## config.mk

```make
export PLATFORM = sky130hd
export DESIGN_NAME = branch_unit
export DESIGN_NICKNAME = d
export VERILOG_FILES = /design/src/rtl/branch_unit.sv
export SDC_FILE = /design/constraint.sdc
export NUM_CORES = 1
export LEC_CHECK = 0
export ABC_AREA = 1
export CAP_MARGIN = 0
export CORE_MARGIN = 5
export CORE_UTILIZATION = 52
export CTS_CLUSTER_DIAMETER = 50
export CTS_CLUSTER_SIZE = 30
export DETAILED_ROUTE_END_ITERATION = 7
export GPL_TIMING_DRIVEN = 0
export PLACE_DENSITY = 0.85
export SYNTH_ARGS = -nofsm -noshare
export SYNTH_HDL_FRONTEND = slang
export SYNTH_SLANG_ARGS = --single-unit
```

## constraint.sdc

```tcl
create_clock -name clk -period 5.9 [get_ports clk]
set_input_delay 1.18 -clock clk [delete_from_list [all_inputs] [get_ports clk]]
set_output_delay 1.18 -clock clk [all_outputs]
set_load 0.005 [all_outputs]
```

## src/rtl/branch_unit.sv

```systemverilog
// PC owner and branch resolver: latches ALU status flags, accepts one branch per
// two cycles through a valid/ready handshake and redirects or advances the PC.
module branch_unit #(
    parameter int n = 16,
    parameter logic [n-1:0] RESET_PC = '0
) (
    input  logic         clk,
    input  logic         rst_n,
    input  logic [2:0]   status_in,
    input  logic         load_s,
    input  logic         pc_inc,
    input  logic         br_valid,
    output logic         br_ready,
    input  logic [2:0]   br_op,
    input  logic [7:0]   imm8,
    input  logic [n-1:0] rd_in,
    output logic [n-1:0] pc,
    output logic [2:0]   flags,
    output logic         done,
    output logic         taken,
    output logic         link_we,
    output logic [n-1:0] link_val
);

    typedef enum logic {IDLE, RESOLVE} state_t;

    localparam logic [2:0] OP_B   = 3'b000;
    localparam logic [2:0] OP_BEQ = 3'b001;
    localparam logic [2:0] OP_BNE = 3'b010;
    localparam logic [2:0] OP_BLT = 3'b011;
    localparam logic [2:0] OP_BLE = 3'b100;
    localparam logic [2:0] OP_BL  = 3'b101;
    localparam logic [2:0] OP_BX  = 3'b110;
    localparam logic [2:0] OP_BLX = 3'b111;

    state_t                r_state;
    logic [2:0]            r_op;
    logic signed [7:0]     r_imm;
    logic [n-1:0]          r_rd;
    logic [n-1:0]          r_cap_pc;

    logic                  w_accept;
    logic                  w_cond;
    logic                  w_link;
    logic                  w_indirect;
    logic [n-1:0]          w_seq_pc;
    logic [n-1:0]          w_rel_pc;

    // Flags are {V,N,Z}; BLT/BLE use the signed-less-than form N^V.
    function automatic logic f_cond(input logic [2:0] op, input logic [2:0] f);
        logic lt;
        lt = f[1] ^ f[2];
        case (op)
            OP_BEQ:  f_cond = f[0];
            OP_BNE:  f_cond = ~f[0];
            OP_BLT:  f_cond = lt;
            OP_BLE:  f_cond = lt | f[0];
            default: f_cond = 1'b1;
        endcase
    endfunction

    function automatic logic [n-1:0] f_sext(input logic signed [7:0] imm);
        f_sext = {{(n-8){imm[7]}}, imm};
    endfunction

    assign br_ready   = (r_state == IDLE) && rst_n;
    assign w_accept   = br_valid && br_ready;
    assign w_cond     = f_cond(r_op, flags);
    assign w_link     = (r_op == OP_BL) || (r_op == OP_BLX);
    assign w_indirect = (r_op == OP_BX) || (r_op == OP_BLX);
    assign w_seq_pc   = r_cap_pc + n'(1);
    assign w_rel_pc   = w_seq_pc + f_sext(r_imm);

    // Branch operands are pure data and carry no reset.
    always_ff @(posedge clk) begin
        if (w_accept) begin
            r_op     <= br_op;
            r_imm    <= imm8;
            r_rd     <= rd_in;
            r_cap_pc <= pc;
        end
    end

    always_ff @(posedge clk) begin
        if (!rst_n) begin
            r_state  <= IDLE;
            pc       <= RESET_PC;
            flags    <= 3'b000;
            done     <= 1'b0;
            taken    <= 1'b0;
            link_we  <= 1'b0;
            link_val <= '0;
        end else begin
            if (load_s) begin
                flags <= status_in;
            end
            done     <= 1'b0;
            taken    <= 1'b0;
            link_we  <= 1'b0;
            link_val <= '0;
            if (r_state == IDLE) begin
                if (w_accept) begin
                    r_state <= RESOLVE;
                end else if (pc_inc) begin
                    pc <= pc + n'(1);
                end
            end else begin
                // Flags read here predate any load_s in this cycle.
                if (w_indirect) begin
                    pc <= r_rd;
                end else if (w_cond) begin
                    pc <= w_rel_pc;
                end else begin
                    pc <= w_seq_pc;
                end
                done    <= 1'b1;
                taken   <= w_cond;
                link_we <= w_link;
                if (w_link) begin
                    link_val <= w_seq_pc;
                end
                r_state <= IDLE;
            end
        end
    end

endmodule

```

==> summary.txt <==
Vias in the first global route -> 3865
Post-layout util -> 66.6%
H-Tree Depth -> 3
Final ANT Viol Nets -> 0
Number of synthesized register bits -> 82
Top cell family by delay on the critical path -> buffers and inverters
Fin. Hold Viols -> 0
Share of post-route cells with drive strength above 1 -> 6.14%
Post-synthesis sequential area ratio -> 47.1%
Post-DP HPWL -> 8280 um
Critical register-to-register path startpoint -> r_cap_pc[0]$_DFFE_PP_
Synthesized cell area -> 4400 sq um
Pins over their slew limit -> 0
Worst skew pair latency -> 0.37 ns
Peak supply drop -> 0.201 mV
Die Y -> 102 um
First-pass GRT wire length -> 18000 um
DRT Pass-1 Iters -> 6
Buffers added on ports -> 73
Hold path startpoint -> flags[0]$_SDFFE_PN0P_
Final Cycle Share -> 65.7%
Total core area -> 8220 sq um
DRT iter0 DRCs -> 278
P_leak -> 2.36 nW
Unrepaired setup endpoints after global routing -> no
CP Launch Type -> input port
Row count -> 33
Largest net degree at the start of global routing -> 44
Slowest stage delay, CP -> 0.69 ns
Critical path class -> input port to output port
Worst r2r dst -> pc[15]$_SDFFE_PN0P_
Design area -> 5470 sq um
Post-Place Cells -> 708
Synth top area cells -> edfxtp_1 (29%), dfxtp_1 (18%), nand2_1 (11%)
Yosys top cell by area -> edfxtp_1
Inserted Diodes -> 0
Max-cap viol count -> 0
Cell Area, Placed -> 5260 sq um
CP max stage cell -> clkdlybuf4s50_1
CTS tree -> done
Final setup vio count -> 0
Die ar. -> 10400 sq um
Number of unique standard cell types used by synthesis -> 38
Hold crit path type -> flop to flop
Routed WL -> 11200 um
Ports -> 74
Count leader, synth -> nand2_1
Initial Utilization -> 53.6%
Top cell type's share of synthesized area -> 29.3%
Hold depth -> 2
Yosys warning count -> 0
Hold WS -> 0.507 ns
FF-to-FF setup slack -> 3.00 ns
Post-route DRC -> 0
Syn avg cell area -> 8.31 sq um
Global-route usage over all layers -> 22.2%
CTS buffer count -> 9
Crit path top cell by count -> clkdlybuf4s50_1
Nets -> 672
Pre-CTS setup slack -> 2.06 ns
Initial antenna violation count -> 0
Status -> completed
WP data required -> 4.72 ns
Power density over the cells -> 242 nW/um^2
Clock Tree Buf Depth -> 2
CP Cell Sequence -> clkdlybuf4s50_1 > inv_1 > nor2_1 > clkdlybuf4s50_1
Vias -> 4006
Post-DR wirelength/cell -> 15.5 um
Gr ovfl total -> 0
CP Capture Type -> output port
CTS sink count -> 82
F_max -> 258 MHz
WP depth -> 4
Main synth FF type -> edfxtp_1
Setup Skew -> 0.0148 ns
Postcts setup bufs -> 0
P&R area growth vs syn -> 24.2%
Crit path DAT -> 2.69 ns
Root buffer cell -> clkbuf_8
Leading cell types by count after synthesis -> nand2_1 (130), inv_1 (60), nor2_1 (60)
Hold EP -> flags[0]$_SDFFE_PN0P_
EDFF count, synth -> 43
Depth of the most critical reg-to-reg path -> 17
Fin worst setup slack -> 2.03 ns
Post-CTS Hold Buffers -> 0
Die X -> 102 um
RD Place Congestion -> 0.973
Resize count post-CTS -> 0
Number of vias per cell -> 5.53
Buf/Inv on CP -> 3
Setup_tns -> 0 ns
Cells after synthesis -> 530
Clock Pin Slew Worst Setup and Hold Paths -> 0.10 ns
Relative slew margins -> 35.9%
Pwr Total -> 1.33 mW
Final min period -> 3.87 ns
Least-Margin Pin Slew -> 0.960 ns
Critical-path maximum fanout -> 9
Non-Filler Instances -> 724
Post-synth ARST share -> 0%
Synth Net Count -> 588
[metal layers]
metal / up-vias / GRT usage [%] / wire (um)
met4: 0 / 8.88 / 330
li1: 1929 / - / -
met5: - / 0 / 0
met3: 34 / 6.01 / 906
met1: 1845 / 27.3 / 4600
met2: 198 / 37.2 / 5370
[worst max-delay path by stage]
stage | start | slack [ns] | endpoint
2_1_floorplan | rst_n | 3.18 | r_cap_pc[0]$_DFFE_PP_
4_1_cts | rst_n | 2.03 | br_ready
6_report | rst_n | 2.03 | br_ready
5_1_grt | rst_n | 1.89 | br_ready
3_3_place_gp | rst_n | 2.05 | r_rd[9]$_DFFE_PP_
3_5_place_dp | rst_n | 2.06 | br_ready
[layout by cell type (no fill, tap or decap), types with 4 or more instances in the layout]
master           count
nand2_1            130
dfxtp_1             39
a21oi_1             37
nor2_2               4
inv_1               59
xnor2_1              8
xor2_1              18
nand4_1              7
nor3_1               5
o21ai_0             24
nor2_1              60
clkdlybuf4s50_1     73
clkbuf_8             9
a31oi_1              4
a22oi_1              4
edfxtp_1            43
nand3_1             23
ha_1                22
[final cells by class]
cell class	count	area [sq um]
fill	646	2750
sequential	82	2070
multi-input combinational	377	2040
timing repair buffer	73	731
inverter	62	233
tap	105	131
clock buffer	9	124
clock inverter	7	81.3
buffer	9	55.1
[state kept, by name, indices dropped and copies added, names as in the netlist]
| signal | count |
|---|---|
| taken | 1 |
| r_imm | 8 |
| done | 1 |
| link_val | 16 |
| pc | 16 |
| r_state | 1 |
| link_we | 1 |
| flags | 3 |
| r_cap_pc | 16 |
| r_op | 3 |
| r_rd | 16 |
[where the power goes]
part | switching, mW | internal, mW | total (mW)
registers | 0.0308 | 0.631 | 0.662
clock network | 0.224 | 0.203 | 0.427
logic | 0.130 | 0.106 | 0.237
[worst min-delay path, cell delays in order (launching register included)]
cell     delay [ns]
dfxtp_1        0.34
inv_1          0.07
a21oi_1        0.06
[cells by family (layout without fill, tap and decap cells)]
kind of cell	count (synthesis)	in the layout	share of synthesized area, %
buf+inv	71	160	6.54
xor+xnor	27	27	5.54
simple gates	244	244	23.6
fa+ha+maj	23	23	6.71
flops	82	82	47.1
compound gates	83	83	10.6
No activity file was read; power rests on OpenSTA's default activity.
